--- src/rtl/dmem_port_arbiter.sv ---
// dmem_port_arbiter: single-port arbiter and sequencer in front of data_memory.
// The store-commit path and the load unit share the memory. The arbiter takes
// one request at a time, holds the memory request lines for the whole access,
// and returns load data with the requester's tag.
//
// Optional feature: define DMEM_ARB_STARVE_GUARD_EN to build the store-streak
// counter. Once MAX_STORE_STREAK stores have been granted while a load waits,
// the load is granted over a pending store. Without the macro, stores have
// strict priority and loads may starve.
//
// Handshake: a request transfers on the rising clk edge where valid && ready.
// ready is combinational and is high only in IDLE, only for the winning
// requester, and never while reset_n is low. The requester must keep valid and
// its payload stable until that transfer. It may change them freely after the
// transfer edge, because the payload is captured into holding registers.
//
// Debug: dbg_state exposes the FSM state encoding.
module dmem_port_arbiter #(
    parameter int TAG_W            = 4,
    parameter int MAX_STORE_STREAK = 4
) (
    input  logic             clk,
    input  logic             reset_n,
    // store request
    input  logic             st_req_valid,
    output logic             st_req_ready,
    input  logic [31:0]      st_addr,
    input  logic [31:0]      st_data,
    input  logic             st_byte,
    output logic             st_done,
    // load request / response
    input  logic             ld_req_valid,
    output logic             ld_req_ready,
    input  logic [31:0]      ld_addr,
    input  logic             ld_byte,
    input  logic [TAG_W-1:0] ld_tag,
    output logic             ld_resp_valid,
    output logic [31:0]      ld_resp_data,
    output logic [TAG_W-1:0] ld_resp_tag,
    // data_memory request / completion
    output logic             mem_write_enable,
    output logic             mem_read_enable,
    output logic [31:0]      mem_write_address,
    output logic [31:0]      mem_read_address,
    output logic [31:0]      mem_write_value,
    output logic             mem_store_byte,
    output logic             mem_load_byte,
    input  logic [31:0]      mem_read_value,
    input  logic             mem_write_valid,
    input  logic             mem_read_valid,
    // debug
    output logic [2:0]       dbg_state
);

    typedef enum logic [2:0] {
        IDLE    = 3'd0,
        WR_BUSY = 3'd1,
        RD_BUSY = 3'd2,
        RESP    = 3'd3,
        WDONE   = 3'd4
    } state_t;

    state_t             state;
    state_t             state_nxt;
    logic [31:0]        hold_addr;
    logic [31:0]        hold_data;
    logic               hold_byte;
    logic [TAG_W-1:0]   hold_tag;
    logic               load_prio;
    logic               st_accept;
    logic               ld_accept;

`ifdef DMEM_ARB_STARVE_GUARD_EN
    localparam int STREAK_W = $clog2(MAX_STORE_STREAK + 1);
    logic [STREAK_W-1:0] streak;

    // A waiting load wins once the store streak has reached its limit.
    assign load_prio = ld_req_valid && (streak == STREAK_W'(MAX_STORE_STREAK));

    // Count stores granted while a load waits; a load grant or an IDLE cycle with no load pending clears it.
    always_ff @(posedge clk or negedge reset_n) begin
        if (!reset_n) begin
            streak <= '0;
        end else if (state == IDLE) begin
            if (ld_accept || !ld_req_valid) begin
                streak <= '0;
            end else if (st_accept && (streak != STREAK_W'(MAX_STORE_STREAK))) begin
                streak <= streak + STREAK_W'(1);
            end
        end
    end
`else
    logic unused_streak_cfg;
    assign unused_streak_cfg = (MAX_STORE_STREAK > 0);
    assign load_prio         = 1'b0;
`endif

    // Grant: only in IDLE and out of reset; store first unless the streak guard hands priority to the load.
    always_comb begin
        st_req_ready = 1'b0;
        ld_req_ready = 1'b0;
        if (reset_n && (state == IDLE)) begin
            st_req_ready = st_req_valid && !load_prio;
            ld_req_ready = ld_req_valid && (!st_req_valid || load_prio);
        end
    end

    assign st_accept = st_req_valid && st_req_ready;
    assign ld_accept = ld_req_valid && ld_req_ready;

    // State register.
    always_ff @(posedge clk or negedge reset_n) begin
        if (!reset_n) begin
            state <= IDLE;
        end else begin
            state <= state_nxt;
        end
    end

    // Next state: accept in IDLE, wait for the matching completion, pulse the result for one cycle.
    always_comb begin
        state_nxt = state;
        case (state)
            IDLE: begin
                if (st_accept) begin
                    state_nxt = WR_BUSY;
                end else if (ld_accept) begin
                    state_nxt = RD_BUSY;
                end
            end
            WR_BUSY: begin
                if (mem_write_valid) begin
                    state_nxt = WDONE;
                end
            end
            RD_BUSY: begin
                if (mem_read_valid) begin
                    state_nxt = RESP;
                end
            end
            RESP:    state_nxt = IDLE;
            WDONE:   state_nxt = IDLE;
            default: state_nxt = IDLE;
        endcase
    end

    // Capture the accepted request so the requester is free after the accept edge.
    always_ff @(posedge clk or negedge reset_n) begin
        if (!reset_n) begin
            hold_addr <= '0;
            hold_data <= '0;
            hold_byte <= 1'b0;
            hold_tag  <= '0;
        end else if (st_accept) begin
            hold_addr <= st_addr;
            hold_data <= st_data;
            hold_byte <= st_byte;
        end else if (ld_accept) begin
            hold_addr <= ld_addr;
            hold_byte <= ld_byte;
            hold_tag  <= ld_tag;
        end
    end

    // Load response registers: updated only on read completion, held until the next one.
    always_ff @(posedge clk or negedge reset_n) begin
        if (!reset_n) begin
            ld_resp_data <= '0;
            ld_resp_tag  <= '0;
        end else if ((state == RD_BUSY) && mem_read_valid) begin
            ld_resp_data <= mem_read_value;
            ld_resp_tag  <= hold_tag;
        end
    end

    // Enables drop in the completion cycle so the memory's latency counter restarts at zero.
    assign mem_write_enable  = (state == WR_BUSY) && !mem_write_valid;
    assign mem_read_enable   = (state == RD_BUSY) && !mem_read_valid;
    assign mem_write_address = hold_addr;
    assign mem_read_address  = hold_addr;
    assign mem_write_value   = hold_data;
    assign mem_store_byte    = hold_byte;
    assign mem_load_byte     = hold_byte;

    assign st_done       = (state == WDONE);
    assign ld_resp_valid = (state == RESP);
    assign dbg_state     = state;

endmodule

--- config.mk ---
export PLATFORM = sky130hd
export DESIGN_NAME = dmem_port_arbiter
export DESIGN_NICKNAME = d
export VERILOG_FILES = /design/src/rtl/dmem_port_arbiter.sv
export SDC_FILE = /design/constraint.sdc
export NUM_CORES = 1
export LEC_CHECK = 0
export ABC_AREA = 0
export CORE_MARGIN = 2
export CORE_UTILIZATION = 41
export DETAILED_ROUTE_END_ITERATION = 16
export HOLD_SLACK_MARGIN = 0.02
export PLACE_DENSITY_LB_ADDON = 0.3
export SYNTH_ARGS = -nofsm -noshare
export SYNTH_HDL_FRONTEND = slang
export SYNTH_SLANG_ARGS = --single-unit
--- constraint.sdc ---
create_clock -name clk -period 2.7 [get_ports clk]
set_input_delay 0.81 -clock clk [delete_from_list [all_inputs] [get_ports clk]]
set_output_delay 0.81 -clock clk [all_outputs]
set_load 0.02 [all_outputs]
## After elaboration in Yosys (flattened, before gate mapping)

Cells that the tools add are included.

- Register bits after elaboration: 108
- Bits of input ports: 140
- Logic and storage cells: 40

- Equality and inequality tests: 7
- Multiplexer cells: 11
- Bitwise operators: 1
- Reductions and logical operators: 14

Operators with widths:

| cell | number |
|---|---|
| two-way mux 32 bit | 2 |
| two-way mux 3 bit | 4 |
| one-hot mux 3 bit (3 select lines) | 1 |
| logical AND 1 bit | 7 |
| == test 3 x 2 -> 1 bit (second input constant) | 2 |
| two-way mux 1 bit | 4 |
| != test 2 bit (second input constant) | 2 |
| == test 3 x 1 -> 1 bit (second input constant) | 1 |
| == test 3 bit (second input constant) | 1 |
| logical NOT 1 bit | 3 |
| logical NOT 3 bit | 1 |
| != test 3 bit (second input constant) | 1 |
| AND reduction 3 bit | 1 |
| AND reduction 2 bit | 1 |
| nonzero test 2 bit | 1 |
| inverter 1 bit | 1 |

## Longest topological paths before layout

- Word-level depth: 7
- Gate-level depth with buffers: 6
- Gate-level depth less buffers: 3

## Least setup slack after synthesis

No wires, ideal clock.

- Kind: input to output
- Start point: input mem_read_valid
- End point: output mem_read_enable
- Data arrival time: 1,549 ps
- Path slack: 341 ps
- Stages: 1
- Path buffers: 0
- Cell sequence: nor4b_1

- Word-level cells in the longest chain between the ends: 2

Ends and longest elaborated chain:

| what | RTL line | text |
|---|---|---|
| from (decl) | 50 | `input logic mem_read_valid,` |
| logical NOT 1 bit | 178 | `assign mem_read_enable = (state == RD_BUSY) && !mem_read_valid;` |
| logical AND 1 bit | 178 |  |
| to (decl) | 42 | `output logic mem_read_enable,` |

No other way between the ends.

## Final worst setup path

- Start point: input mem_write_valid
- End point: output mem_write_enable

- Word-level cells in the longest chain between the ends: 2

Ends and longest elaborated chain:

| what | RTL line | text |
|---|---|---|
| from (decl) | 49 | `input logic mem_write_valid,` |
| logical NOT 1 bit | 177 | `assign mem_write_enable = (state == WR_BUSY) && !mem_write_valid;` |
| logical AND 1 bit | 177 |  |
| to (decl) | 41 | `output logic mem_write_enable,` |

No other way between the ends.

==> results_dict.tcl <==
set metrics [dict create \
    status "complete, no violations" \
    tightest_slew_ps 753 \
    cts.clk_slew.worst_paths_ps 70 \
    io_buffers 282 \
    grt_pass1_wl_mm 19.8 \
    netlist_instances 317 \
    yosys.area_share.xor_xnor_pct 0 \
    grt_busiest_layer "met2" \
    syn2layout_area_growth_pct 61.8 \
    hold_depth 1 \
    io-pin-count 283 \
    nNetsFinal 712 \
    coreArea_um2 11400 \
    maxCapViolCount 0 \
    synth_top_family_by_area "multiplexers" \
    drt_first_pass_iters 4 \
    avgRoutedWirePerCell_um 17.5 \
    critPathCaptureType "output port" \
    synthFlopType "dfrtp_1" \
    placed_area_um2 7540 \
    hold_end "mem_write_value[4]$_DFFE_PN0N_" \
    dieArea_um2 12600 \
    row_count 39 \
    synth.top_cells.by_area "dfrtp_1 56%, mux2_2 25%, mux2_1 7.0%, buf_4 5.3%, buf_6 1.6%" \
    cts_tree "done" \
    setup_ws_ps 57.6 \
    fillers 881 \
    postCtsSetupBuffers 0 \
    antenna_found_initial 0 \
    fp.dieH_um 112 \
    initial_utilization_pct 42.2 \
    vdd_drop_max_v 0.000674 \
    numClockSinks 108 \
    cp_max_fo 2 \
    die_w_um 112 \
    synth_compound_area_share_pct 0.546 \
    clk_latency_ps 340 \
    cts_root_buf "clkbuf_16" \
    wirelength_mm 12.6 \
    synth_edf_count 0 \
    cellPowerDensity_nw_per_um2 1170 \
    period_share_pct 97.9 \
    grt_setup_unrepaired "false" \
    finalPower_mw 9.09 \
    yosys_warnings 0 \
    via_per_inst 4.81 \
    tns_ps 0 \
    dp_hpwl_mm 9.92 \
    relSlewSlack_pct 49.8 \
    startpoint "mem_write_valid" \
    yosysTopAreaCellShare_pct 56.1 \
    post_synth.cell_area_avg_um2 15.2 \
    period_needed_ps 2640 \
    hold_path.class "reg -> reg" \
    design_area_um2 7790 \
    drtAntennaViolNets 0 \
    clk_path_buf_depth 2 \
    grt_max_degree 61 \
    worstPathArrival_ps 1830 \
    synth_simple_gate_area_share_pct 2.31 \
    yosysSeqAreaShare_pct 56.1 \
    drcViolationCount 0 \
    synth_fp_nets 457 \
    insertedDiodeCount 0 \
    ys_ff_latch 108 \
    synth.distinct_cells 23 \
    skew_ps 7.76 \
    worst_setup_path_start_kind "input pin" \
    synthesis.area_um2 4820 \
    crit_type "in -> out" \
    cts_hold_buf 0 \
    grt_pass1_vias 3671 \
    use_met3_pct 7.07 \
    reg2reg_slack_ps 960 \
    reg2regPathDepth 5 \
    grtUsageMet2_pct 37.3 \
    drv_slew 0 \
    hold_viol 0 \
    worstPathRequired_ps 1890 \
    leakagePower_nw 3.24 \
    numCtsBuffers 9 \
    vias 3464 \
    setup_viol 0 \
    place_ws_ps -383 \
    async_flop_share_pct 100 \
    yosys.area.top_type "dfrtp_1" \
    grt_use_met1_pct 21.5 \
    h-tree-depth 3 \
    hold_start "mem_write_value[4]$_DFFE_PN0N_" \
    r2r-end "mem_read_address[27]$_DFFE_PN0P_" \
    r2r_start "dbg_state[1]$_DFFE_PN0P_" \
    groute.usage.overall_pct 20.0 \
    synth_mux_area_share_pct 32.3 \
    fmax_mhz 378 \
    drt_iter0_drc 82 \
    synth_adder_area_share_pct 0 \
    place_congestion 0.749 \
    grt_overflow 0 \
    drive_gt1_share_pct 24.6 \
]
timing repair:
item                                    CTS  global route
endpoints found under the setup margin    4             2
resized for setup                         8             4
gates cloned                              0             0
critical path, stage by stage:
cell and delay [ps]:
clkdlybuf4s50_1 430, nor4b_1 220, dlygate4sd2_1 370
report_power, final:
group,internal (mW),switching [mW],total (mW)
Clock,0.626,0.559,1.18
Sequential,2.44,0.486,2.92
Combinational,2.68,2.31,4.98
Total,5.74,3.35,9.09
per-layer routing:
metal / share of wire, % / wire, um / up-vias
met5: 0 / 0 / -
li1: - / - / 1584
met3: 8.6 / 1090 / 12
met1: 36 / 4590 / 1717
met4: 1.1 / 140 / 0
met2: 54 / 6770 / 151
cell families after synthesis:
logic type / after synthesis
mux: 138
flops: 108
buf+inv: 54
simple gates: 13
compound gates: 4
synth_stat cells, types with 2 or more instances:
cell      count
a21oi_1       2
buf_2         4
buf_4        34
buf_6         7
buf_8         3
clkbuf_1      3
dfrtp_1     108
inv_1         3
mux2_1       30
mux2_2      108
nor4b_1       3
per-stage QoR:
stage | hold slack [ps] | std cells | util, %
4_1_cts | 509 | 720 | 68.3
6_report | 505 | 720 | 68.2
3_3_place_gp | 484 | 704 | 66.0
3_5_place_dp | 489 | 704 | 66.0
2_1_floorplan | 474 | 317 | -
5_1_grt | 517 | 720 | 68.2
flip-flops by register name, summed over array words and instances, names as in the netlist:
name and cells:
dbg_state 3, mem_write_value 32, mem_load_byte 1, mem_read_address 32
ld_resp_data 32, hold_tag 4, ld_resp_tag 4
cell usage in the layout (no fill, tap or decap), drive strengths merged:
| master | count |
|---|---|
| buf | 16 |
| clkinv | 3 |
| and3b | 1 |
| dfrtp | 108 |
| nor3 | 1 |
| dlymetal6s2s | 1 |
| nor3b | 1 |
| a21oi | 2 |
| clkinvlp | 1 |
| clkbuf | 13 |
| clkdlybuf4s50 | 275 |
| o21a | 1 |
| inv | 3 |
| nor4b | 4 |
| mux2 | 138 |
| nand2 | 2 |
| dlygate4sd2 | 2 |
| nor2b | 1 |
| nand2b | 1 |
| nand3b | 1 |
| a221oi | 1 |
| nor4bb | 1 |
how the worst max path moves through the flow:
stage / endpoint / slack [ps] / cells after the start
after floorplan: mem_read_enable / 340 / 1
after global placement: ld_req_ready / -400 / 5
after global routing: mem_write_enable / 0.9 / 3
after detailed placement: ld_req_ready / -380 / 5
after CTS: mem_read_enable / 0.4 / 3
final: mem_write_enable / 60 / 3
cell type report:
class	instances	area [um2]	share of cell area, %
multi-input combinational	155	1710	21.9
tap	143	179	2.30
timing repair buffer	295	2930	37.6
sequential	108	2700	34.7
clock inverter	4	26.3	0.337
clock buffer	12	236	3.03
inverter	3	11.3	0.145
Note: power is estimated with default switching activity, not from simulation.
